## config.mk

```make
export PLATFORM = sky130hd
export DESIGN_NAME = booth_prod_bcd
export DESIGN_NICKNAME = d
export VERILOG_FILES = /design/src/rtl/booth_prod_bcd.sv
export SDC_FILE = /design/constraint.sdc
export NUM_CORES = 1
export LEC_CHECK = 0
export ABC_CLOCK_PERIOD_IN_PS = 4300
export BUFFER_PORTS_ARGS = -buffer_cell sky130_fd_sc_hd__buf_2
export CAP_MARGIN = 15
export CELL_PAD_IN_SITES_DETAIL_PLACEMENT = 1
export CELL_PAD_IN_SITES_GLOBAL_PLACEMENT = 2
export CORE_ASPECT_RATIO = 2
export CORE_MARGIN = 5
export CORE_UTILIZATION = 38
export DETAILED_ROUTE_END_ITERATION = 8
export PLACE_DENSITY = 0.91
export SYNTH_ARGS = -nofsm -noshare
export SYNTH_HDL_FRONTEND = slang
export SYNTH_SLANG_ARGS = --single-unit
```

## constraint.sdc

```tcl
create_clock -name clk -period 4.3 [get_ports clk]
set_input_delay 0.43 -clock clk [delete_from_list [all_inputs] [get_ports clk]]
set_output_delay 0.43 -clock clk [all_outputs]
set_load 0.02 [all_outputs]
```

## src/rtl/booth_prod_bcd.sv

```systemverilog
// booth_prod_bcd: signed product -> sign + packed BCD magnitude using an iterative double-dabble engine.
// Optional seven-segment output (out_seg) is enabled by defining BOOTH_PROD_SEVSEG_EN.
module booth_prod_bcd #(
    parameter int unsigned WIDTH  = 8,
    parameter int unsigned DIGITS = 3
) (
    input  logic                     clk,
    input  logic                     rst,
    input  logic [WIDTH-1:0]         in_data,
    input  logic                     in_valid,
    output logic                     in_ready,
    output logic                     out_sign,
    output logic [4*DIGITS-1:0]      out_bcd,
`ifdef BOOTH_PROD_SEVSEG_EN
    output logic [7*(DIGITS+1)-1:0]  out_seg,
`endif
    output logic                     out_valid,
    input  logic                     out_ready
);

    localparam int unsigned BCD_W = 4 * DIGITS;
    localparam int unsigned CNT_W = $clog2(WIDTH + 1);

    typedef enum logic [1:0] {
        IDLE = 2'd0,
        CONV = 2'd1,
        DONE = 2'd2
    } state_t;

    state_t             state;
    state_t             state_nxt;
    logic               load_c;
    logic               last_c;
    logic               sign_r;
    logic [WIDTH-1:0]   mag_r;
    logic [BCD_W-1:0]   scratch;
    logic [CNT_W-1:0]   cnt;
    logic [WIDTH:0]     mag_c;
    logic [BCD_W-1:0]   adj_c;
    logic [BCD_W-1:0]   scratch_nxt_c;
    logic               sign_fin_c;

    assign in_ready = (state == IDLE);

    // State register
    always_ff @(posedge clk or posedge rst) begin
        if (rst) begin
            state <= IDLE;
        end else begin
            state <= state_nxt;
        end
    end

    // Next-state and control strobes
    always_comb begin
        state_nxt = state;
        load_c    = 1'b0;
        last_c    = 1'b0;
        case (state)
            IDLE: begin
                if (in_valid) begin
                    state_nxt = CONV;
                    load_c    = 1'b1;
                end
            end
            CONV: begin
                if (cnt == CNT_W'(1)) begin
                    state_nxt = DONE;
                    last_c    = 1'b1;
                end
            end
            DONE: begin
                if (out_ready) begin
                    state_nxt = IDLE;
                end
            end
            default: state_nxt = IDLE;
        endcase
    end

    // Magnitude is one bit wider so that -2^(WIDTH-1) negates without overflow
    always_comb begin
        mag_c = in_data[WIDTH-1] ? (~{1'b1, in_data} + (WIDTH+1)'(1)) : {1'b0, in_data};
    end

    // One double-dabble step: add 3 to digits >= 5, then shift in the next magnitude bit
    always_comb begin
        adj_c = scratch;
        for (int i = 0; i < int'(DIGITS); i++) begin
            if (scratch[4*i +: 4] >= 4'd5) begin
                adj_c[4*i +: 4] = scratch[4*i +: 4] + 4'd3;
            end
        end
        scratch_nxt_c = BCD_W'({adj_c, mag_r[WIDTH-1]});
        sign_fin_c    = sign_r & (|scratch_nxt_c);
    end

    // Conversion datapath and result registers
    always_ff @(posedge clk or posedge rst) begin
        if (rst) begin
            sign_r    <= 1'b0;
            mag_r     <= '0;
            scratch   <= '0;
            cnt       <= '0;
            out_sign  <= 1'b0;
            out_bcd   <= '0;
            out_valid <= 1'b0;
        end else begin
            if (load_c) begin
                sign_r  <= in_data[WIDTH-1];
                mag_r   <= WIDTH'(mag_c);
                scratch <= '0;
                cnt     <= CNT_W'(WIDTH);
            end else if (state == CONV) begin
                scratch <= scratch_nxt_c;
                mag_r   <= {mag_r[WIDTH-2:0], 1'b0};
                cnt     <= cnt - CNT_W'(1);
            end
            if (last_c) begin
                out_bcd   <= scratch_nxt_c;
                out_sign  <= sign_fin_c;
                out_valid <= 1'b1;
            end else if ((state == DONE) && out_ready) begin
                out_valid <= 1'b0;
            end
        end
    end

`ifdef BOOTH_PROD_SEVSEG_EN
    localparam int unsigned SEG_W = 7 * (DIGITS + 1);

    logic [SEG_W-1:0] seg_c;
    logic             lead_c;

    // gfedcba pattern for one BCD digit
    function automatic logic [6:0] seg7(input logic [3:0] d);
        logic [6:0] s;
        case (d)
            4'd0:    s = 7'h3F;
            4'd1:    s = 7'h06;
            4'd2:    s = 7'h5B;
            4'd3:    s = 7'h4F;
            4'd4:    s = 7'h66;
            4'd5:    s = 7'h6D;
            4'd6:    s = 7'h7D;
            4'd7:    s = 7'h07;
            4'd8:    s = 7'h7F;
            4'd9:    s = 7'h6F;
            default: s = 7'h00;
        endcase
        return s;
    endfunction

    // Leading zeros above the units digit stay blank; top group carries the minus sign
    always_comb begin
        seg_c  = '0;
        lead_c = 1'b1;
        for (int i = int'(DIGITS) - 1; i >= 0; i--) begin
            if ((scratch_nxt_c[4*i +: 4] != 4'd0) || (i == 0)) begin
                lead_c = 1'b0;
            end
            if (!lead_c) begin
                seg_c[7*i +: 7] = seg7(scratch_nxt_c[4*i +: 4]);
            end
        end
        seg_c[7*DIGITS +: 7] = sign_fin_c ? 7'h40 : 7'h00;
    end

    always_ff @(posedge clk or posedge rst) begin
        if (rst) begin
            out_seg <= '0;
        end else if (last_c) begin
            out_seg <= seg_c;
        end
    end
`endif

endmodule

```

==> out/metrics.yaml, run 1 <==
status:
  status: "finished, final reports clean"
layout:
  layout_common_cells: "41 x dfrtp_1, 35 x nand2_1, 35 x o21ai_0, 26 x buf_2, 12 x inv_1"
  layout-drive-gt1-share: 0.1720
  diodes: 0
  final_area_um2: 2367
  final_util: 0.4368
  final_common_cell: "dfrtp_1"
  area_growth_pct: 11.69
  nets: 270
power_and_ir_drop:
  power_switching_mw: 0.7925
  internal_power_mw: 0.9752
  power_frac_comb: 0.467
  seq_power_share: 0.387
  switching_share: 0.4483
  power.density_nw_per_um2: 746.7
  power_leakage_nw: 1.100
  clkPwrFrac: 0.145
  irDropWorstVdd_v: 0.0003573
synthesis:
  synth.largest_area_cell: "dfrtp_1"
  ys_top_cells_by_area: "dfrtp_1 48%, o21ai_0 8.3%, nand2_1 6.2%"
  synth_edf_count: 0
  synth_nets: 247
  yosys_warnings: 0
  postSynthCellCount: 226
  async_reset_ff_frac: 1.000
  synthDistinctLibCells: 37
  synth_area_um2: 2120
  ys.flop_type: "dfrtp_1"
  postSynthAreaPerCell_um2: 9.378
  yosys_register_bits: 41
  yosysSeqAreaShare: 0.4841
  synth_top_area_share: 0.4841
clock_network:
  cts_resized: 0
  cts-buffers-inserted: 5
  postCtsSetupBuffers: 0
  h-tree-depth: 2
  cts_tree: "yes"
  clk_pin_slew_ns: 0.09
  worstSkewPairLatency_ns: 0.30
  clkSinkCount: 41
  cts_root_buffer: "clkbuf_8"
  cts_buffer_depth: 2
  ctsHoldBuffers: 0
route:
  totalWireLength_um: 5021
  wl_per_cell_um: 16.20
  route.detailed.drc: 0
  avgViaCountPerCell: 5.468
  initialDrtViolationCount: 43
  drt_pre_antenna_iters: 4
  dr_total_vias: 1695
  drtAntennaViolNets: 0
grt:
  first_global_vias: 1829
  grt_antenna_before_repair: 0
  grt_start_max_net_pins: 34
  grt_pass1_wl_um: 8749
  gr-usage-all-layers: 0.1522
  grt_overflow: 0
critical_path:
  path_max_fanout: 26
  crit_type: "reg -> reg"
  endpoint_kind: "register"
  cp.arrival_ns: 2.23
  required_ns: 4.49
  start_kind: "register"
timing:
  clock_skew_ns: 0.01168
  period_needed_ns: 2.036
  hold_violations: 0
  rsz0062_at_grt: "false"
  worstMarginPinSlew_ns: 1.114
  fin_crit_sh: 0.4735
  setup_violations: 0
  max_slew_margin: 0.2574
  fin_setup_tns_ns: 0
  fmax_mhz: 491.1
  drv_slew: 0
placed_design:
  place_area_um2: 2285
  gp_congestion: 0.7634
  port_buffers: 26
  place_hpwl_um: 3794
run:
  cap_violations: 0
floorplan:
  die-area_um2: 7262
  die_w_um: 62.81
  io_pins: 27
  rows: 38
  fp.dieH_um: 115.6
  fp.coreArea_um2: 5420
  initial_core_util: 0.3910
min_path:
  hp-class: "in -> async"
-- through the flow --
stage	std cells	hold slack (ns)	power (mW)	setup slack, ns
floorplan	226	0.4451	1.278	2.613
global placement	302	0.4221	1.486	2.374
detailed placement	302	0.4332	1.538	2.267
CTS	310	0.1049	1.796	2.254
global route	310	0.1279	1.927	2.050
finish	310	0.08988	1.768	2.264
-- registers in the layout (all words and copies together) (netlist names) --
| signal | cells |
|---|---|
| out_sign | 1 |
| out_valid | 1 |
| mag_r | 8 |
| out_bcd | 12 |
| scratch | 12 |
| state | 2 |
| cnt | 4 |
| sign_r | 1 |
-- worst paths after layout --
check	to	depth (start not counted)	startpoint	slack, ns
setup / recovery	out_sign	5	state[1]	2.26
hold / removal	scratch[11]	2	rst	0.09
setup reg to reg	out_sign	5	state[1]	2.26
hold reg to reg	out_bcd[3]	2	out_bcd[3]	0.48
max in group asynchronous	scratch[2]	3	rst	3.44
min in group clk	state[1]	4	out_ready	0.40
-- critical path, cell delays in order, from the launching register on --
cell and delay (ns):
dfrtp_1 0.42, and2b_1 0.45, nand2_2 0.37, nand4b_1 0.29, nor4bb_1 0.28, a21oi_1 0.10
-- synthesized netlist by cell type (2+ instances only) --
library cell and instances:
nand4b_1 3, nor3_1 3, nor2_1 9, nand2b_1 6, o21ai_0 35, buf_2 5
nand3_1 10, inv_1 12, a21oi_1 8, mux2i_1 3, nor3b_1 4, and2_1 2
xnor2_1 8, clkbuf_1 5, nand2_1 35, nor4_1 2, mux2_2 4, xor2_1 2
a31oi_1 4, ha_1 9, dfrtp_1 41
-- power by group through the flow --
stage               Clock, mW  Sequential, mW  Combinational [mW]
global placement            0           0.684               0.802
floorplan                   0           0.721               0.558
global route            0.278           0.714               0.935
finish                  0.257           0.685               0.826
detailed placement          0           0.695               0.844
CTS                     0.262           0.687               0.847
-- final cells by class --
class	instances	area (um^2)
flip-flops and latches	41	1026
inverters	12	45.04
fillers	660	3053
clock inverters	2	10.01
clock buffers	6	72.57
well taps	60	75.07
multi-input cells	162	1001
repair buffers	27	137.6
-- kinds of logic (layout without fill, tap and decap cells) --
group                    after synthesis  count (layout)  share of synthesized area
AO/OA/AOI/OAI                         54              54                     0.1411
XOR/XNOR                              10              10                    0.04133
adder cells (fa/ha/maj)                9               9                    0.05313
buffers and inverters                 23              47                    0.04368
flip-flops                            41              41                     0.4841
multiplexers                           7               7                    0.03542
AND/OR/NAND/NOR                       82              82                     0.2013
-- per-layer routing --
layer,track usage,part of all wire
met1,0.1585,0.37
met2,0.2895,0.58
met3,0.02910,0.030
met4,0.06799,0.019
met5,0,0
Power figures use the tool's default switching activity.
==> run 2: changes to the inputs <==
- ABC_CLOCK_PERIOD_IN_PS: 4300 -> 1900
- CORE_UTILIZATION: 38 -> 35
- PLACE_DENSITY: 0.91 -> 0.85
- clock period: 4.3 -> 1.9 ns (I/O delays scaled with it)
==> run 2 against run 1 <==
  * Sequential power is 130% higher
  * Combinational power is 150% higher
  * Clock power grew to 3.7 times the previous value
  * Critical path depth is 2 higher
  * Cell area is 7.2% higher
  * First-iteration DRC count is 4.7% lower
  * Die area is 7.5% higher
  * Flip-flop and latch count stayed put
  * Worst hold slack worse by 0.068 ns
  * Critical endpoint unchanged
  * Largest cell class unchanged
==> out/metrics.yaml, run 2 (synthesized netlist as in run 1, its figures left out) <==
status:
  status: "finished, final reports clean"
placed_design:
  port_buffers: 26  # unchanged
  gp_congestion: 0.7904  # +3.5%
  place_hpwl_um: 3962  # +4.4%
  dpl_worst_slack_ns: 0.03342  # -2.233 ns
  dp.cells: 312  # +3.3%
  place_area_um2: 2354  # +3.0%
floorplan:
  die_w_um: 65.03  # +3.5%
  fp.coreArea_um2: 5956  # +9.9%
  io_pins: 27  # unchanged
  die-area_um2: 7806  # +7.5%
  fp.dieH_um: 120.1  # +3.8%
  rows: 40  # +5.3%
  initial_core_util: 0.3559  # -0.03516
clock_network:
  postCtsSetupBuffers: 0  # unchanged
  ctsHoldBuffers: 0  # unchanged
  cts-buffers-inserted: 5  # unchanged
  cts_tree: "yes"
  cts_buffer_depth: 2  # unchanged
  cts_root_buffer: "clkbuf_16"
  worstSkewPairLatency_ns: 0.29  # about the same
  clkSinkCount: 41  # unchanged
  cts_resized: 0  # unchanged
  h-tree-depth: 2  # unchanged
  clk_pin_slew_ns: 0.06  # -0.03 ns
route:
  totalWireLength_um: 5317  # +5.9%
  drt_pre_antenna_iters: 4  # unchanged
  route.detailed.drc: 0  # unchanged
  initialDrtViolationCount: 41  # -4.7%
  dr_total_vias: 1736  # +2.4%
  drtAntennaViolNets: 0  # unchanged
  wl_per_cell_um: 16.67  # +2.9%
  avgViaCountPerCell: 5.442  # -0.47%
layout:
  largest_registers: "out_bcd x12, scratch x12, mag_r x8"
  layout.cells.non_filler: 319  # +2.9%
  fill_cells: 713  # +8.0%
  nets: 277  # +2.6%
  final_area_um2: 2539  # +7.2%
  final_util: 0.4263  # -0.01049
  multi_input_area_um2: 1026  # +2.5%
  layout-drive-gt1-share: 0.2227  # +0.05066
  layout_common_cells: "41 x dfrtp_1, 35 x nand2_1, 35 x o21ai_0, 26 x buf_2, 12 x inv_1"
  seqCellArea_um2: 1026  # unchanged
  area_growth_pct: 19.78
  diodes: 0  # unchanged
  final_common_cell: "dfrtp_1"
min_path:
  hp-class: "in -> async"
power_and_ir_drop:
  power_frac_comb: 0.448  # -0.019
  power_switching_mw: 1.865  # +140%
  seq_power_share: 0.343  # -0.044
  internal_power_mw: 2.692  # +180%
  finalPower_mw: 4.557  # +160%
  power_leakage_nw: 1.171  # +6.4%
  switching_share: 0.4093  # -0.03902
  clkPwrFrac: 0.208  # +0.063
  power.density_nw_per_um2: 1795  # +140%
  irDropWorstVdd_v: 0.0006040  # +69%
grt:
  grt_pass1_wl_um: 8749  # unchanged
  gr-usage-all-layers: 0.1483  # -0.003894
  grt_antenna_before_repair: 0  # unchanged
  first_global_vias: 1817  # -0.66%
  grt_start_max_net_pins: 42  # +24%
  grt_overflow: 0  # unchanged
timing:
  hold_violations: 0  # unchanged
  worstMarginPinSlew_ns: 0.5448  # -0.5692 ns
  max_slew_margin: 0.6368  # +0.3794
  fmax_mhz: 547.2  # +11%
  fin_setup_tns_ns: 0  # unchanged
  whs_ns: 0.02154  # -0.06835 ns
  fin_crit_sh: 0.9619  # +0.4883
  drv_slew: 0  # unchanged
  timing.final.ws_setup_ns: 0.07245  # -2.191 ns
  setup_violations: 0  # unchanged
  period_needed_ns: 1.828  # -0.2087 ns
  clock_skew_ns: 0.005869  # -0.005811 ns
critical_path:
  start_kind: "register"
  path_max_fanout: 5  # -81%
  endpoint_kind: "register"
  crit_type: "reg -> reg"
  required_ns: 2.07  # -2.42 ns
  cp.arrival_ns: 2.00  # -0.23 ns
run:
  cap_violations: 0  # unchanged
[run 2: changes by cell type in the layout (fill, tap and decap cells not counted), moves of 3 or more]
cell and change:
buf_4 +6, clkbuf_16 +5, clkbuf_8 -5, a21oi_1 -3
a21oi_2 +3, ha_1 -3, ha_2 +3
[run 2: critical path: stages (launching register included)]
cell      delay (ns)
dfrtp_1         0.41
inv_1           0.11
ha_2            0.23
nand2b_1        0.10
a21oi_2         0.19
xnor2_1         0.21
nor4bb_2        0.35
a21oi_1         0.10
[run 2: power groups by stage]
stage | clock network, mW | logic (mW) | registers (mW)
after CTS | 0.973 | 2.04 | 1.56
after global placement | 0 | 1.96 | 1.55
after global routing | 1.01 | 2.29 | 1.62
after floorplan | 0 | 1.26 | 1.63
final | 0.949 | 2.04 | 1.56
after detailed placement | 0 | 2.03 | 1.58
[run 2: worst paths after layout]
kind / from / to / slack (ns) / cells after the start
min in group clk: out_ready / state[1] / 0.17 / 4
hold reg to reg: out_bcd[8] / out_bcd[8] / 0.47 / 2
hold / removal: rst / scratch[11] / 0.02 / 3
setup / recovery: scratch[4] / out_sign / 0.07 / 7
setup reg to reg: scratch[4] / out_sign / 0.07 / 7
max in group asynchronous: rst / mag_r[0] / 1.49 / 3
[run 2: area by class of cell]
cell class / instances / share of cell area
sequential: 41 / 0.4041
multi-input combinational: 162 / 0.4041
timing repair buffer: 34 / 0.07984
clock buffer: 5 / 0.04929
tap: 63 / 0.03105
inverter: 12 / 0.01774
clock inverter: 2 / 0.01380
[run 2: routing by layer]
layer,vias to the layer above,wire length (um),part of all wire,track usage
met2,27,3099,0.58,0.2809
met3,9,156,0.029,0.03090
met5,-,0,0,0
li1,828,-,-,-
met4,0,146,0.027,0.07792
met1,872,1913,0.36,0.1442
